**src/rtl/fibre_mem_pkg.sv**
```systemverilog
// Shared constants and the read-pipeline stage record for the fibre-A spike-word responder.
package fibre_mem_pkg;

    localparam int DEF_TIMESTEPS    = 4;
    localparam int DEF_ADDR_WIDTH   = 8;
    localparam int MAX_READ_LATENCY = 8;

    typedef struct packed {
        logic                     valid;
        logic                     oob;
        logic [DEF_TIMESTEPS-1:0] data;
    } rd_stage_t;

endpackage

```
**src/rtl/fibre_rd_pipe.sv**
```systemverilog
// Fixed-latency delay line for read returns; a synchronous reset flushes every stage.
module fibre_rd_pipe
    import fibre_mem_pkg::*;
#(
    parameter int  LATENCY = 2,
    parameter type stage_t = rd_stage_t
) (
    input  logic   clk,
    input  logic   rst,
    input  stage_t in_stage,
    output stage_t out_stage
);

    stage_t stages [LATENCY];

    // Clearing whole stages on reset drops in-flight reads so they never emerge.
    always_ff @(posedge clk) begin
        if (rst) begin
            for (int i = 0; i < LATENCY; i++) begin
                stages[i] <= '0;
            end
        end else begin
            stages[0] <= in_stage;
            for (int i = 1; i < LATENCY; i++) begin
                stages[i] <= stages[i-1];
            end
        end
    end

    assign out_stage = stages[LATENCY-1];

endmodule

```
**src/rtl/fibre_a_mem_responder.sv**
```systemverilog
// Fibre-A read responder: spike-word register file behind a fully pipelined fixed-latency read.
// Define FIBRE_RD_STATS_EN to add the stat_reads / stat_oob counters and the stat_clr input.
module fibre_a_mem_responder
    import fibre_mem_pkg::*;
#(
    parameter int TIMESTEPS    = DEF_TIMESTEPS,
    parameter int ADDR_WIDTH   = DEF_ADDR_WIDTH,
    parameter int DEPTH        = 256,
    parameter int READ_LATENCY = 2
) (
    input  logic                  clk,
    input  logic                  rst,
    input  logic                  fibre_a_read_en,
    input  logic [ADDR_WIDTH-1:0] fibre_a_addr,
    output logic [TIMESTEPS-1:0]  fibre_a_data,
    output logic                  fibre_a_valid,
    output logic                  oob_err,
    input  logic                  wr_en,
    input  logic [ADDR_WIDTH-1:0] wr_addr,
    input  logic [TIMESTEPS-1:0]  wr_data,
    output logic [3:0]            rd_inflight
`ifdef FIBRE_RD_STATS_EN
    ,
    input  logic                  stat_clr,
    output logic [31:0]           stat_reads,
    output logic [15:0]           stat_oob
`endif
);

    typedef struct packed {
        logic                 valid;
        logic                 oob;
        logic [TIMESTEPS-1:0] data;
    } stage_t;

    localparam logic [ADDR_WIDTH:0] DEPTH_LIMIT = (ADDR_WIDTH+1)'(DEPTH);

    logic [TIMESTEPS-1:0] mem [DEPTH];
    logic                 rd_oob;
    logic                 wr_ok;
    stage_t               in_stage;
    stage_t               out_stage;
    logic [TIMESTEPS-1:0] held_data;

    assign rd_oob = {1'b0, fibre_a_addr} >= DEPTH_LIMIT;
    assign wr_ok  = {1'b0, wr_addr} < DEPTH_LIMIT;

    // No reset on the array: spike fibres must survive a TPPE restart.
    always_ff @(posedge clk) begin
        if (!rst && wr_en && wr_ok) begin
            mem[wr_addr] <= wr_data;
        end
    end

    always_comb begin
        in_stage       = '0;
        in_stage.valid = fibre_a_read_en;
        in_stage.oob   = fibre_a_read_en && rd_oob;
        if (fibre_a_read_en && !rd_oob) begin
            in_stage.data = mem[fibre_a_addr];
        end
    end

    fibre_rd_pipe #(
        .LATENCY (READ_LATENCY),
        .stage_t (stage_t)
    ) u_rd_pipe (
        .clk       (clk),
        .rst       (rst),
        .in_stage  (in_stage),
        .out_stage (out_stage)
    );

    assign fibre_a_valid = out_stage.valid;
    assign oob_err       = out_stage.valid && out_stage.oob;
    assign fibre_a_data  = out_stage.valid ? out_stage.data : held_data;

    // Keeps the last returned word visible between valid cycles.
    always_ff @(posedge clk) begin
        if (rst) begin
            held_data <= '0;
        end else if (out_stage.valid) begin
            held_data <= out_stage.data;
        end
    end

    always_ff @(posedge clk) begin
        if (rst) begin
            rd_inflight <= '0;
        end else if (fibre_a_read_en && !fibre_a_valid) begin
            rd_inflight <= rd_inflight + 4'd1;
        end else if (!fibre_a_read_en && fibre_a_valid) begin
            rd_inflight <= rd_inflight - 4'd1;
        end
    end

`ifdef FIBRE_RD_STATS_EN
    // stat_clr wins over any increment landing on the same edge.
    always_ff @(posedge clk) begin
        if (rst || stat_clr) begin
            stat_reads <= '0;
            stat_oob   <= '0;
        end else begin
            if (fibre_a_read_en && stat_reads != '1) begin
                stat_reads <= stat_reads + 32'd1;
            end
            if (oob_err && stat_oob != '1) begin
                stat_oob <= stat_oob + 16'd1;
            end
        end
    end
`endif

endmodule

```
**config.mk**
```make
export PLATFORM = sky130hd
export DESIGN_NAME = fibre_a_mem_responder
export DESIGN_NICKNAME = d
export VERILOG_FILES = /design/src/rtl/fibre_mem_pkg.sv /design/src/rtl/fibre_rd_pipe.sv /design/src/rtl/fibre_a_mem_responder.sv
export SDC_FILE = /design/constraint.sdc
export NUM_CORES = 1
export LEC_CHECK = 0
export CORE_UTILIZATION = 30
export CTS_CLUSTER_DIAMETER = 200
export DETAILED_ROUTE_END_ITERATION = 8
export SYNTH_ARGS = -nofsm -noshare
export SYNTH_HDL_FRONTEND = slang
export SYNTH_HIERARCHICAL = 1
export SYNTH_SLANG_ARGS = --single-unit
export TNS_END_PERCENT = 10
```
**constraint.sdc**
```tcl
create_clock -name clk -period 6.06 [get_ports clk]
set_input_delay 1.212 -clock clk [delete_from_list [all_inputs] [get_ports clk]]
set_output_delay 1.212 -clock clk [all_outputs]
set_load 0.05 [all_outputs]
```
==> impl_metrics.toml, run 1 <==
[worst_setup_path]
crit_path_start_kind = "primary input"
path_max_fanout = 51
path_cells = "clkbuf_8 > nand2b_2 > buf_4 > o221ai_1 > o22ai_1 > o21ai_0 > o2111ai_1 > o32ai_1 > nor2b_4"
cp_num_buf_inv = 2
crit_type = "primary input to flip-flop"
critPathTopFamily = "compound AO/OA/AOI/OAI gates"
cp.required_ns = 6.70
rrSetupSlack_ns = 3.44
endpoint_kind = "flip-flop"
crit_slowest_cell = "nand2b_2"
max_stage_delay_ns = 0.82
critPathArrivalTime_ns = 4.86

[synth]
syn_area_um2 = 42100
synth_most_common_cell = "edfxtp_1"
yosys.area.top_type = "edfxtp_1"
seq_area_frac_synth = 0.740
synth.distinct_cells = 78
synthesis.nets = 2222
netlist_top_cells_area = "edfxtp_1 73%, mux4_2 9.2%, mux2i_1 3.0%, nor2_1 2.6%, mux4_1 2.2%"
synth_top_area_frac = 0.730
synthTopCellsByCount = "1024 x edfxtp_1, 287 x nor2_1, 172 x mux4_2"
synth_ff_type = "edfxtp_1"
synthCells = 2194
synth_area_per_cell_um2 = 19.2
synth_edf_count = 1024
async_flop_share = 0
ys_warn_count = 6
ys_ff_latch = 1044

[cells_and_area]
nFillCells = 13000
syn2layout_area_growth_pct = 13.5
final_net_count = 2273
design_area_um2 = 47800
final_layout_size_suffix_gt1_frac = 0.186

[placement]
io_buffer_count = 33
placedInstanceArea_um2 = 44200
globalplace.congestion = 0.888
dp.final_hpwl_um = 68200

[hold_path]
worst_hold_path_type = "flip-flop to flip-flop"

[sta]
slew_violations = 0
clock_skew_ns = 0.0499
max_slew_margin = 0.290
hold_viol_final = 0
grt_setup_unrepaired = "no"
period_needed_ns = 4.22
period_share = 0.696
fmaxAchievable_mhz = 237
final-setup-viol-count = 0
tns_ns = 0
worstMarginPinSlew_ns = 1.07

[clocking]
cts_tree = "yes"
hold_buffers = 0
clock_sinks = 1044
ctsHtreeMaxLevel = 3
cts_buffers = 104
root_buffer = "clkbuf_16"
clk_latency_ns = 0.74
clockBufferDepth = 3
post_cts_buffers = 0
ctsResizeCount = 0
path_clk_slew_ns = 0.06

[floorplanning]
pin_count = 34
start_util = 0.302
die_h_um = 377
core_um2 = 139000
die_w_um = 377
dieArea_um2 = 142000
rows = 137

[flow_run]
drv_cap = 0

[power]
powerDensity_nw_per_um2 = 323
vdd_drop_max_v = 0.000303
leakagePower_nw = 14.6

[routing]
wl_per_cell_um = 25.7
vias_per_cell = 5.14
drt_iter0_drc = 2659
dr_total_vias = 21600
drtPass1Iterations = 6
drc = 0
wl_um = 108000
antenna_left = 0

[global_route]
antenna_found_initial = 11
grt_use_total = 0.151
grt_pass1_wl_um = 155000
overflow = 0
grt_pass1_vias = 21200
grt_max_degree = 156

[run_status]
outcome = "complete, no violations"
-- cells by family after synthesis --
kind of cell,share of synthesized area
XOR/XNOR,0.000624
AO/OA/AOI/OAI,0.0360
multiplexers,0.146
flip-flops,0.740
AND/OR/NAND/NOR,0.0478
buffers and inverters,0.0282
adder cells (fa/ha/maj),0.00137
other,0.0000891
-- registers in the layout, summed over array words and instances (netlist names) --
register	count
held_data	4
rd_inflight	4
mem	1024
u_rd_pipe/stages	12
-- final timing paths --
path,startpoint,to,depth (start not counted)
max,fibre_a_addr[1],u_rd_pipe/stages[0][0],9
min,u_rd_pipe/stages[0][4],u_rd_pipe/stages[0][10],1
max reg2reg,mem[59][2],u_rd_pipe/stages[0][2],7
min reg2reg,u_rd_pipe/stages[0][4],u_rd_pipe/stages[0][10],1
-- layout make-up --
| class | count | area, µm² | share of cell area |
|---|---|---|---|
| well taps | 1876 | 2350 | 0.0491 |
| flip-flops and latches | 1044 | 31100 | 0.652 |
| clock buffers | 125 | 2680 | 0.0561 |
| repair buffers | 92 | 890 | 0.0186 |
| multi-input cells | 996 | 9770 | 0.205 |
| clock inverters | 70 | 896 | 0.0188 |
| diodes | 3 | 7.51 | 0.000157 |
| inverters | 7 | 26.3 | 0.000550 |
-- placed cells by master (no fill, tap or decap), types with 10 or more instances in the layout --
cell type / netlist / routed
edfxtp_1: 1024 / 1024
nor2_1: 287 / 286
mux4_2: 172 / 172
mux2i_1: 128 / 128
clkbuf_16: 0 / 104
o221ai_1: 50 / 50
buf_4: 9 / 50
mux4_1: 35 / 35
nand2_1: 34 / 33
nand3_1: 31 / 31
o21ai_0: 27 / 27
a21oi_1: 26 / 26
clkdlybuf4s50_1: 0 / 25
clkinv_2: 0 / 21
clkbuf_1: 61 / 21
a22oi_1: 20 / 20
dfxtp_1: 20 / 20
clkinv_1: 0 / 18
nor2b_1: 17 / 16
bufinv_16: 0 / 16
o22ai_1: 14 / 14
and2_1: 12 / 12
nand4_1: 12 / 12
a211oi_1: 10 / 10
-- stage by stage --
stage | setup WS [ns] | hold slack (ns) | cells | total power [mW] | util
2_1_floorplan | 2.88 | 0.415 | 2194 | 8.57 | -
3_3_place_gp | 1.33 | 0.426 | 4015 | 8.89 | 0.317
3_5_place_dp | 1.37 | 0.433 | 4015 | 8.89 | 0.317
4_1_cts | 2.09 | 0.446 | 4210 | 15.6 | 0.343
5_1_grt | 1.92 | 0.470 | 4210 | 15.8 | 0.343
6_report | 1.84 | 0.442 | 4213 | 15.4 | 0.343
-- where the power goes --
group	leakage, nW	internal [mW]	switching, mW
Sequential	9.36	7.94	0.0128
Combinational	3.55	0.263	0.519
Clock	1.73	3.87	2.84
-- per-layer routing --
layer / vias up / wire, µm / track usage
met1: 11400 / 44800 / 0.209
met2: 997 / 49800 / 0.234
met4: 12 / 3280 / 0.0459
met3: 202 / 10100 / 0.0368
met5: - / 75 / 0
li1: 9067 / - / -
Power figures use the tool's default switching activity.
==> inputs of run 2 (changes only) <==
==> constraint.sdc (replaced) <==
create_clock -name clk -period 3.9 [get_ports clk]
set_input_delay 0.78 -clock clk [delete_from_list [all_inputs] [get_ports clk]]
set_output_delay 0.78 -clock clk [all_outputs]
set_load 0.05 [all_outputs]
==> impl_metrics.toml, run 2 (same netlist as run 1, synthesis figures left out) <==
[clocking]
cts_tree = "yes"
ctsHtreeMaxLevel = 3
clockBufferDepth = 3
hold_buffers = 0
post_cts_buffers = 0
root_buffer = "clkbuf_16"
path_clk_slew_ns = 0.08
clk_latency_ns = 0.73
ctsResizeCount = 0
cts_buffers = 104
clock_sinks = 1044

[cells_and_area]
final_layout_size_suffix_gt1_frac = 0.206
syn2layout_area_growth_pct = 14.7
final_common_cell = "edfxtp_1"
design_area_um2 = 48300
nFillCells = 13000
largest_reg_flops = 1024
regMostFlops = "mem"
mostFrequentLayoutCells = "1024 x edfxtp_1, 286 x nor2_1, 172 x mux4_2, 128 x mux2i_1"
final_net_count = 2340
reg_top3 = "mem: 1024 flops, u_rd_pipe/stages: 12 flops"

[routing]
drtPass1Iterations = 7
wl_um = 108000
wl_per_cell_um = 25.2
vias_per_cell = 5.09
antenna_left = 0
dr_total_vias = 21800
drt_iter0_drc = 2264
drc = 4

[run_status]
violations = "design-rule violations"
outcome = "finished with violations"

[worst_setup_path]
rr_worst_depth = 7
max_stage_delay_ns = 1.01
critPathTopFamily = "simple AND/OR/NAND/NOR gates"
path_cells = "clkdlybuf4s50_1 > and3b_1 > nand2_1 > a211oi_1 > nor4_1 > o2111ai_1 > o22ai_1 > nor2b_2"
reg2reg_from = "mem[62][3]"
crit_path_start_kind = "primary input"
cp_num_buf_inv = 1
r2r_end = "u_rd_pipe/stages[0][3]"
endpoint_kind = "flip-flop"
crit_slowest_cell = "nor4_1"
critPathArrivalTime_ns = 4.10
cp.required_ns = 4.51
rrSetupSlack_ns = 1.34
path_max_fanout = 17
crit_type = "primary input to flip-flop"

[floorplanning]
dieArea_um2 = 142000
core_um2 = 139000
pin_count = 34
die_w_um = 377
start_util = 0.302
rows = 137
die_h_um = 377

[sta]
period_needed_ns = 3.49
fmaxAchievable_mhz = 287
slew_violations = 0
clock_skew_ns = 0.0576
worstMarginPinSlew_ns = 1.18
period_share = 0.894
setup_ws_ns = 0.413
tns_ns = 0
max_slew_margin = 0.204
grt_setup_unrepaired = "no"
final-setup-viol-count = 0
whs_ns = 0.418
hold_viol_final = 0

[global_route]
overflow = 0
grt_pass1_wl_um = 156000
grt_max_degree = 111
antenna_found_initial = 8
grt_pass1_vias = 21800
grt_use_total = 0.152

[hold_path]
worst_hold_path_type = "flip-flop to flip-flop"
worstHoldStart = "u_rd_pipe/stages[0][4]"
holdPathStages = 1
whs_endpoint = "u_rd_pipe/stages[0][10]"

[power]
powerDensity_nw_per_um2 = 491
vdd_drop_max_v = 0.000398
leakagePower_nw = 15.0

[placement]
dp.final_hpwl_um = 71200
pre_cts_ws_ns = -0.0553
globalplace.congestion = 0.886
placedInstanceArea_um2 = 44800
io_buffer_count = 33

[flow_run]
drv_cap = 0
## run 2: layer usage
metal,share of wire,vias up,GRT usage
li1,-,9216,-
met1,0.42,11500,0.205
met2,0.47,929,0.243
met3,0.082,182,0.0359
met4,0.026,16,0.0420
met5,0.0011,-,0
## run 2: cell type report
class | count | area (µm²) | share of cell area
sequential | 1044 | 31100 | 0.645
inverter | 7 | 26.3 | 0.000544
antenna | 2 | 5.00 | 0.000104
clock inverter | 65 | 706 | 0.0146
multi-input combinational | 996 | 9770 | 0.202
timing repair buffer | 159 | 1540 | 0.0320
clock buffer | 132 | 2740 | 0.0567
tap | 1876 | 2350 | 0.0486
## run 2: through the flow
stage	total power, mW	utilization	instances
floorplan	13.3	-	2194
global placement	13.9	0.322	4082
detailed placement	13.9	0.322	4082
CTS	23.9	0.346	4279
global route	24.3	0.346	4279
finish	23.7	0.346	4281
## run 2: report_power, final
| group | switching, mW | internal [mW] | leakage [nW] |
|---|---|---|---|
| clock network | 4.39 | 5.69 | 1.66 |
| registers | 0.0192 | 12.3 | 9.36 |
| logic | 0.821 | 0.458 | 3.92 |
| total | 5.23 | 18.5 | 15.0 |
## run 2: worst max path at each step
| stage | cells past startpoint | from | endpoint | slack [ns] |
|---|---|---|---|---|
| after floorplan | 8 | fibre_a_addr[0] | u_rd_pipe/stages[0][0] | 1.16 |
| after global placement | 9 | fibre_a_addr[3] | u_rd_pipe/stages[0][3] | -0.09 |
| after detailed placement | 9 | fibre_a_addr[3] | u_rd_pipe/stages[0][3] | -0.06 |
| after CTS | 9 | fibre_a_addr[3] | u_rd_pipe/stages[0][3] | 0.67 |
| after global routing | 8 | fibre_a_addr[5] | u_rd_pipe/stages[0][3] | 0.56 |
| final | 8 | fibre_a_addr[6] | u_rd_pipe/stages[0][3] | 0.41 |
## run 2: worst register-to-register path, stage by stage (launching register included)
cell and delay [ns]:
edfxtp_1 0.32, mux4_1 0.30, and2_1 0.14, a211oi_1 0.07, nor4_1 1.02, o2111ai_1 0.30, o22ai_1 0.17, nor2b_2 0.15
